`config.mk`:
```
export PLATFORM = sky130hd
export DESIGN_NAME = mpu_load_unit_flat
export DESIGN_NICKNAME = d
export VERILOG_FILES = /design/src/rtl/mpu_load_unit_if.sv /design/src/rtl/mpu_load_unit.sv /design/src/flat_wrapper.sv
export SDC_FILE = /design/constraint.sdc
export NUM_CORES = 1
export LEC_CHECK = 0
export CAP_MARGIN = 20
export CORE_MARGIN = 2
export CORE_UTILIZATION = 35
export DETAILED_ROUTE_END_ITERATION = 10
export SYNTH_ARGS = -nofsm -noshare
export SYNTH_HDL_FRONTEND = slang
export SYNTH_SLANG_ARGS = --single-unit
```
`constraint.sdc`:
```
create_clock -name clk -period 9.7 [get_ports clk]
set_clock_uncertainty 0.1 [all_clocks]
set_input_delay 0.97 -clock clk [delete_from_list [all_inputs] [get_ports clk]]
set_output_delay 0.97 -clock clk [all_outputs]
set_load 0.1 [all_outputs]
```
`src/rtl/mpu_load_unit_if.sv`:
```
// Load unit bus: command, memory stream and register file write port.
// master = load unit side, slave = command/memory/register file side.
interface mpu_load_unit_if #(
  parameter int M                = 4,
  parameter int N                = 4,
  parameter int MATRIX_REGISTERS = 8
);
  localparam int MBITS = $clog2(M);
  localparam int NBITS = $clog2(N);
  localparam int RBITS = $clog2(MATRIX_REGISTERS);

  logic             cmd_req_in;
  logic             cmd_ready_out;
  logic [RBITS:0]   cmd_addr_in;
  logic [MBITS:0]   cmd_m_in;
  logic [NBITS:0]   cmd_n_in;
`ifdef MPU_LOAD_TRANSPOSE_EN
  logic             cmd_transpose_in;
`endif
  logic             mem_valid_in;
  logic             mem_ready_out;
  logic [31:0]      mem_element_in;
  logic             reg_load_req_out;
  logic             reg_load_ready_in;
  logic [RBITS:0]   reg_load_addr_out;
  logic [MBITS:0]   reg_i_load_loc_out;
  logic [NBITS:0]   reg_j_load_loc_out;
  logic [MBITS:0]   reg_m_load_size_out;
  logic [NBITS:0]   reg_n_load_size_out;
  logic [31:0]      reg_load_element_out;
  logic             load_done_out;
  logic             load_error_out;

  modport master (
`ifdef MPU_LOAD_TRANSPOSE_EN
    input  cmd_transpose_in,
`endif
    input  cmd_req_in,
    output cmd_ready_out,
    input  cmd_addr_in,
    input  cmd_m_in,
    input  cmd_n_in,
    input  mem_valid_in,
    output mem_ready_out,
    input  mem_element_in,
    output reg_load_req_out,
    input  reg_load_ready_in,
    output reg_load_addr_out,
    output reg_i_load_loc_out,
    output reg_j_load_loc_out,
    output reg_m_load_size_out,
    output reg_n_load_size_out,
    output reg_load_element_out,
    output load_done_out,
    output load_error_out
  );

  modport slave (
`ifdef MPU_LOAD_TRANSPOSE_EN
    output cmd_transpose_in,
`endif
    output cmd_req_in,
    input  cmd_ready_out,
    output cmd_addr_in,
    output cmd_m_in,
    output cmd_n_in,
    output mem_valid_in,
    input  mem_ready_out,
    output mem_element_in,
    input  reg_load_req_out,
    output reg_load_ready_in,
    input  reg_load_addr_out,
    input  reg_i_load_loc_out,
    input  reg_j_load_loc_out,
    input  reg_m_load_size_out,
    input  reg_n_load_size_out,
    input  reg_load_element_out,
    input  load_done_out,
    input  load_error_out
  );
endinterface

```
`src/rtl/mpu_load_unit.sv`:
```
// MPU matrix loader: streams elements into the register file load port.
// Optional MPU_LOAD_TRANSPOSE_EN adds column-major (transposed) ordering.
module mpu_load_unit #(
  parameter int M                = 4,
  parameter int N                = 4,
  parameter int MATRIX_REGISTERS = 8
) (
  input logic           clk,
  input logic           rst,
  mpu_load_unit_if.master bus
);
  localparam int MBITS = $clog2(M);
  localparam int NBITS = $clog2(N);
  localparam int RBITS = $clog2(MATRIX_REGISTERS);
  localparam int CW    = MBITS + NBITS + 2;

  localparam logic [MBITS:0] M_MAX = (MBITS+1)'(M);
  localparam logic [NBITS:0] N_MAX = (NBITS+1)'(N);
  localparam logic [RBITS:0] R_MAX = (RBITS+1)'(MATRIX_REGISTERS);

  typedef enum logic [1:0] {
    IDLE = 2'd0,
    LOAD = 2'd1,
    DONE = 2'd2
  } state_t;

  state_t state_q, state_d;

  logic [RBITS:0] addr_q;
  logic [MBITS:0] m_q, i_q, i_nx;
  logic [NBITS:0] n_q, j_q, j_nx;
  logic [31:0]    elem_q;
  logic [CW-1:0]  acc_cnt, wr_cnt, total;
  logic           req_q, done_q, err_q, rdy_q;
  logic           tr_q;
  logic           mem_rdy;
  logic           cmd_fire, cmd_bad, cmd_ok;
  logic           acc, ret, last_ret;

  assign cmd_fire = bus.cmd_req_in & rdy_q;
  assign cmd_bad  = (bus.cmd_m_in == '0) |
                    (bus.cmd_n_in == '0) |
                    (bus.cmd_m_in > M_MAX) |
                    (bus.cmd_n_in > N_MAX) |
                    (bus.cmd_addr_in >= R_MAX);
  assign cmd_ok   = cmd_fire & ~cmd_bad;

  assign total    = CW'(m_q) * CW'(n_q);
  assign acc      = bus.mem_valid_in & mem_rdy;
  assign ret      = req_q & bus.reg_load_ready_in;
  assign last_ret = ret & (wr_cnt == total - CW'(1));

  // State register
  always_ff @(posedge clk or negedge rst) begin
    if (!rst) state_q <= IDLE;
    else      state_q <= state_d;
  end

  // Next state and memory-side ready
  always_comb begin
    state_d = state_q;
    mem_rdy = 1'b0;
    unique case (state_q)
      IDLE: if (cmd_ok) state_d = LOAD;
      LOAD: begin
        mem_rdy = (acc_cnt != total) &
                  (~req_q | bus.reg_load_ready_in);
        if (last_ret) state_d = DONE;
      end
      DONE:    state_d = IDLE;
      default: state_d = IDLE;
    endcase
  end

`ifdef MPU_LOAD_TRANSPOSE_EN
  // Ordering mode captured with the command
  always_ff @(posedge clk or negedge rst) begin
    if (!rst)        tr_q <= 1'b0;
    else if (cmd_ok) tr_q <= bus.cmd_transpose_in;
  end
`else
  assign tr_q = 1'b0;
`endif

  // Command latch, slot, location walk and counters
  always_ff @(posedge clk or negedge rst) begin
    if (!rst) begin
      addr_q  <= '0;
      m_q     <= '0;
      n_q     <= '0;
      i_q     <= '0;
      j_q     <= '0;
      i_nx    <= '0;
      j_nx    <= '0;
      elem_q  <= '0;
      acc_cnt <= '0;
      wr_cnt  <= '0;
      req_q   <= 1'b0;
      done_q  <= 1'b0;
      err_q   <= 1'b0;
      rdy_q   <= 1'b0;
    end else begin
      err_q  <= cmd_fire & cmd_bad;
      done_q <= last_ret;
      rdy_q  <= (state_d == IDLE);
      if (cmd_ok) begin
        addr_q  <= bus.cmd_addr_in;
        m_q     <= bus.cmd_m_in;
        n_q     <= bus.cmd_n_in;
        i_nx    <= '0;
        j_nx    <= '0;
        acc_cnt <= '0;
        wr_cnt  <= '0;
      end
      if (ret) wr_cnt <= wr_cnt + CW'(1);
      if (acc) begin
        elem_q  <= bus.mem_element_in;
        i_q     <= i_nx;
        j_q     <= j_nx;
        acc_cnt <= acc_cnt + CW'(1);
        if (tr_q) begin
          if (i_nx == m_q - (MBITS+1)'(1)) begin
            i_nx <= '0;
            j_nx <= j_nx + (NBITS+1)'(1);
          end else begin
            i_nx <= i_nx + (MBITS+1)'(1);
          end
        end else begin
          if (j_nx == n_q - (NBITS+1)'(1)) begin
            j_nx <= '0;
            i_nx <= i_nx + (MBITS+1)'(1);
          end else begin
            j_nx <= j_nx + (NBITS+1)'(1);
          end
        end
      end
      if (acc)      req_q <= 1'b1;
      else if (ret) req_q <= 1'b0;
    end
  end

  assign bus.cmd_ready_out        = rdy_q;
  assign bus.mem_ready_out        = mem_rdy;
  assign bus.reg_load_req_out     = req_q;
  assign bus.reg_load_addr_out    = addr_q;
  assign bus.reg_i_load_loc_out   = i_q;
  assign bus.reg_j_load_loc_out   = j_q;
  assign bus.reg_m_load_size_out  = m_q;
  assign bus.reg_n_load_size_out  = n_q;
  assign bus.reg_load_element_out = elem_q;
  assign bus.load_done_out        = done_q;
  assign bus.load_error_out       = err_q;
endmodule

```
`src/flat_wrapper.sv`:
```
// flat-port wrapper written by rule: the top's interface ports become plain ports
module mpu_load_unit_flat 
#(
  parameter int M                = 4,
  parameter int N                = 4,
  parameter int MATRIX_REGISTERS = 8
)
  (clk, rst, bus_cmd_req_in, bus_cmd_ready_out, bus_cmd_addr_in, bus_cmd_m_in, bus_cmd_n_in, bus_mem_valid_in, bus_mem_ready_out, bus_mem_element_in, bus_reg_load_req_out, bus_reg_load_ready_in, bus_reg_load_addr_out, bus_reg_i_load_loc_out, bus_reg_j_load_loc_out, bus_reg_m_load_size_out, bus_reg_n_load_size_out, bus_reg_load_element_out, bus_load_done_out, bus_load_error_out);
  mpu_load_unit_if #(.M(M), .N(N), .MATRIX_REGISTERS(MATRIX_REGISTERS)) bus_i ();
  input logic clk;
  input logic rst;
  input wire logic [$bits(bus_i.cmd_req_in)-1:0] bus_cmd_req_in;
  output wire logic [$bits(bus_i.cmd_ready_out)-1:0] bus_cmd_ready_out;
  input wire logic [$bits(bus_i.cmd_addr_in)-1:0] bus_cmd_addr_in;
  input wire logic [$bits(bus_i.cmd_m_in)-1:0] bus_cmd_m_in;
  input wire logic [$bits(bus_i.cmd_n_in)-1:0] bus_cmd_n_in;
  input wire logic [$bits(bus_i.mem_valid_in)-1:0] bus_mem_valid_in;
  output wire logic [$bits(bus_i.mem_ready_out)-1:0] bus_mem_ready_out;
  input wire logic [$bits(bus_i.mem_element_in)-1:0] bus_mem_element_in;
  output wire logic [$bits(bus_i.reg_load_req_out)-1:0] bus_reg_load_req_out;
  input wire logic [$bits(bus_i.reg_load_ready_in)-1:0] bus_reg_load_ready_in;
  output wire logic [$bits(bus_i.reg_load_addr_out)-1:0] bus_reg_load_addr_out;
  output wire logic [$bits(bus_i.reg_i_load_loc_out)-1:0] bus_reg_i_load_loc_out;
  output wire logic [$bits(bus_i.reg_j_load_loc_out)-1:0] bus_reg_j_load_loc_out;
  output wire logic [$bits(bus_i.reg_m_load_size_out)-1:0] bus_reg_m_load_size_out;
  output wire logic [$bits(bus_i.reg_n_load_size_out)-1:0] bus_reg_n_load_size_out;
  output wire logic [$bits(bus_i.reg_load_element_out)-1:0] bus_reg_load_element_out;
  output wire logic [$bits(bus_i.load_done_out)-1:0] bus_load_done_out;
  output wire logic [$bits(bus_i.load_error_out)-1:0] bus_load_error_out;
  assign bus_i.cmd_req_in = bus_cmd_req_in;
  assign bus_cmd_ready_out = bus_i.cmd_ready_out;
  assign bus_i.cmd_addr_in = bus_cmd_addr_in;
  assign bus_i.cmd_m_in = bus_cmd_m_in;
  assign bus_i.cmd_n_in = bus_cmd_n_in;
  assign bus_i.mem_valid_in = bus_mem_valid_in;
  assign bus_mem_ready_out = bus_i.mem_ready_out;
  assign bus_i.mem_element_in = bus_mem_element_in;
  assign bus_reg_load_req_out = bus_i.reg_load_req_out;
  assign bus_i.reg_load_ready_in = bus_reg_load_ready_in;
  assign bus_reg_load_addr_out = bus_i.reg_load_addr_out;
  assign bus_reg_i_load_loc_out = bus_i.reg_i_load_loc_out;
  assign bus_reg_j_load_loc_out = bus_i.reg_j_load_loc_out;
  assign bus_reg_m_load_size_out = bus_i.reg_m_load_size_out;
  assign bus_reg_n_load_size_out = bus_i.reg_n_load_size_out;
  assign bus_reg_load_element_out = bus_i.reg_load_element_out;
  assign bus_load_done_out = bus_i.load_done_out;
  assign bus_load_error_out = bus_i.load_error_out;
  mpu_load_unit #(.M(M), .N(N), .MATRIX_REGISTERS(MATRIX_REGISTERS)) u_core (.clk(clk), .rst(rst), .bus(bus_i));
endmodule
```
==> flow_summary.json <==
{
  "cts-root-buf": "clkbuf_8",
  "htreeDepth": 3,
  "grt.total_usage": 0.150,
  "crit_path_max_incr_delay_ns": 0.96,
  "r2r-end": "u_core.bus.reg_load_element_out[25]",
  "ant_nets": 0,
  "reg2reg_depth": 9,
  "fin_ws_ns": 4.42,
  "final_common_cell": "clkdlybuf4s50_1",
  "num_antenna_cells": 0,
  "path_common_cell": "fa_1",
  "fillers": 915,
  "synth_nets": 339,
  "synthArstFlopShare": 1.00,
  "netlist_top_cells_area": "dfrtp_1 51%, mux2_2 12%, ha_1 3.9%, mux2_4 2.6%, xnor2_1 2.5%",
  "post-dp-hpwl_mm": 5.25,
  "nets": 441,
  "final_cell_mix": "98 x clkdlybuf4s50_1, 72 x dfrtp_1, 38 x mux2_2, 16 x nand2_1, 13 x nand3_1",
  "cts_setup_buffers": 0,
  "crit_path_end_kind": "primary output",
  "start_util": 0.360,
  "holdWs_ns": 0.377,
  "cts_resized": 0,
  "gp_congestion": 0.786,
  "met2_length_mm": 3.71,
  "via_per_inst": 4.83,
  "setup_violations": 0,
  "timing.critical_path.to": "bus_mem_ready_out",
  "route.met3.wl_um": 387,
  "cp_max_fo": 8,
  "ios": 100,
  "yosysTopAreaCell": "dfrtp_1",
  "cpLargestDelayFamily": "adder cells",
  "vias": 2505,
  "synth.distinct_cells": 52,
  "synth-edff-count": 0,
  "path_buf_inv": 1,
  "wl_per_cell_um": 14.5,
  "top_layer": "met4",
  "rrSetupSlack_ns": 5.56,
  "placementRows": 36,
  "critPathSlowestCell": "clkdlybuf4s50_1",
  "crit_cells": 9,
  "grt_pass1_wl_mm": 13.1,
  "ys_seq_area_frac": 0.514,
  "io_buffers": 99,
  "grt_setup_unrepaired": "false",
  "dp_slack_ns": 4.79,
  "tightestPinTransition_ns": 1.04,
  "seqCellArea_sq_mm": 0.00180,
  "ys.warnings.count": 0,
  "die_w_um": 104,
  "drcViolationCount": 0,
  "numCtsBuffers": 9,
  "clkSinkCount": 72,
  "area_delta_synth_final_pct": 37.8,
  "period_needed_ns": 5.28,
  "utilization": 0.496,
  "synthFlopType": "dfrtp_1",
  "core_sq_mm": 0.00973,
  "clk_latency_ns": 0.34,
  "arrival_ns": 4.21,
  "crit_chain": "and2_1 -> fa_1 -> ha_1 -> fa_1 -> xor2_1 -> nor3_1 -> o2111ai_4 -> and3_1 -> clkdlybuf4s50_1",
  "path_class": "register to primary output",
  "outcome": "complete, no violations",
  "drt-pass1-iter-count": 4,
  "layout-drive-gt1-share": 0.174,
  "overflow": 0,
  "fmaxAchievable_mhz": 190,
  "dieArea_sq_mm": 0.0108,
  "path_clk_slew_ns": 0.08,
  "slew_violations": 0,
  "hp-class": "register to register",
  "holdBufCountCts": 0,
  "hold_viol_final": 0,
  "grt_pass1_vias": 2629,
  "syn_inst": 279,
  "yosys_register_bits": 72,
  "syn_avg_cell_area_sq_um": 12.6,
  "antenna_found_initial": 0,
  "finalSetupTns_ns": 0,
  "totalWireLength_mm": 7.51,
  "required_ns": 8.63,
  "cts_tree": "yes",
  "r2r_start": "u_core.bus.reg_n_load_size_out[0]",
  "max_cap_viol_count": 0,
  "cts_buffer_depth": 2,
  "multi_input_area_sq_mm": 0.00161,
  "finalCritPeriodShare": 0.544,
  "drtIter0Drc": 110,
  "chipHeight_um": 104,
  "synth.top_cell.area_share": 0.514,
  "synth_area_sq_mm": 0.00350,
  "grt_max_degree": 73,
  "startpoint_type": "register",
  "wl_met1_mm": 3.33,
  "startpoint": "u_core.bus.reg_n_load_size_out[0]",
  "maxSlewHeadroom": 0.305
}
-- through the flow --
stage	std cells	instance area, sq um
finish	519	4830
global route	519	4830
CTS	519	4830
detailed placement	503	4610
global placement	503	4610
floorplan	279	3500
-- flip-flops by register name, indices dropped and copies added (netlist names) --
name / flops
u_core.wr_cnt: 6
u_core.bus.reg_i_load_loc_out: 3
u_core.j_nx: 3
u_core.i_nx: 3
u_core.bus.reg_m_load_size_out: 3
u_core.bus.reg_load_addr_out: 4
u_core.bus.reg_load_element_out: 32
u_core.bus.cmd_ready_out: 1
u_core.bus.reg_j_load_loc_out: 3
u_core.bus.reg_load_req_out: 1
u_core.acc_cnt: 6
u_core.bus.load_error_out: 1
u_core.bus.load_done_out: 1
u_core.state_q: 2
u_core.bus.reg_n_load_size_out: 3
-- worst min-delay path by stage --
stage,depth (start not counted),endpoint,from
floorplan,1,u_core.wr_cnt[5],u_core.wr_cnt[5]
global placement,1,u_core.bus.reg_load_addr_out[3],u_core.bus.reg_load_addr_out[3]
CTS,1,u_core.wr_cnt[5],u_core.wr_cnt[5]
global route,1,u_core.wr_cnt[5],u_core.wr_cnt[5]
finish,1,u_core.wr_cnt[5],u_core.wr_cnt[5]
detailed placement,1,u_core.wr_cnt[5],u_core.wr_cnt[5]
-- worst reg2reg max path: stages (launching register included) --
cell	delay (ns)
dfrtp_1	0.48
and2_1	0.19
fa_1	0.44
ha_1	0.24
fa_1	0.52
xor2_1	0.18
nor3_1	0.33
o2111ai_4	0.27
nand2_2	0.83
mux2_2	0.44
-- cell usage after synthesis, types with 2 or more instances --
| library cell | number |
|---|---|
| nor2b_1 | 2 |
| nand2_1 | 16 |
| xor2_1 | 9 |
| mux2i_1 | 5 |
| mux2_1 | 2 |
| nor3b_1 | 2 |
| mux2_2 | 38 |
| a21oi_1 | 3 |
| dfrtp_1 | 72 |
| and2_1 | 11 |
| o21ai_0 | 9 |
| clkbuf_1 | 2 |
| mux2_4 | 6 |
| and3_1 | 3 |
| buf_4 | 3 |
| ha_1 | 11 |
| o221ai_1 | 2 |
| or3_1 | 2 |
| or4_1 | 2 |
| xnor2_1 | 10 |
| nand3_1 | 13 |
| buf_2 | 2 |
| fa_1 | 2 |
| inv_1 | 10 |
| nor3_1 | 3 |
| nand4_1 | 4 |
| o211ai_1 | 5 |
| nor2_1 | 6 |
-- routing by layer --
layer | up-vias | track usage
met5 | - | 0
met2 | 70 | 0.243
met4 | 0 | 0.0666
met1 | 1233 | 0.191
li1 | 1198 | -
met3 | 4 | 0.0351
-- logic make-up after synthesis --
family	synth area share
multiplexers	0.169
buffers and inverters	0.0264
XOR/XNOR	0.0607
flip-flops	0.514
AO/OA/AOI/OAI	0.0671
AND/OR/NAND/NOR	0.112
adder cells (fa/ha/maj)	0.0507
-- layout make-up --
| cell class | instances | share of cell area |
|---|---|---|
| Sequential cell | 72 | 0.373 |
| Multi-Input combinational cell | 188 | 0.333 |
| Timing Repair Buffer | 100 | 0.206 |
| Tap cell | 133 | 0.0345 |
| Clock buffer | 10 | 0.0264 |
| Clock inverter | 6 | 0.0189 |
| Inverter | 10 | 0.00778 |
Power is not shown: default switching activity piles up to over one toggle a cycle in this logic, so the estimate is an artifact.
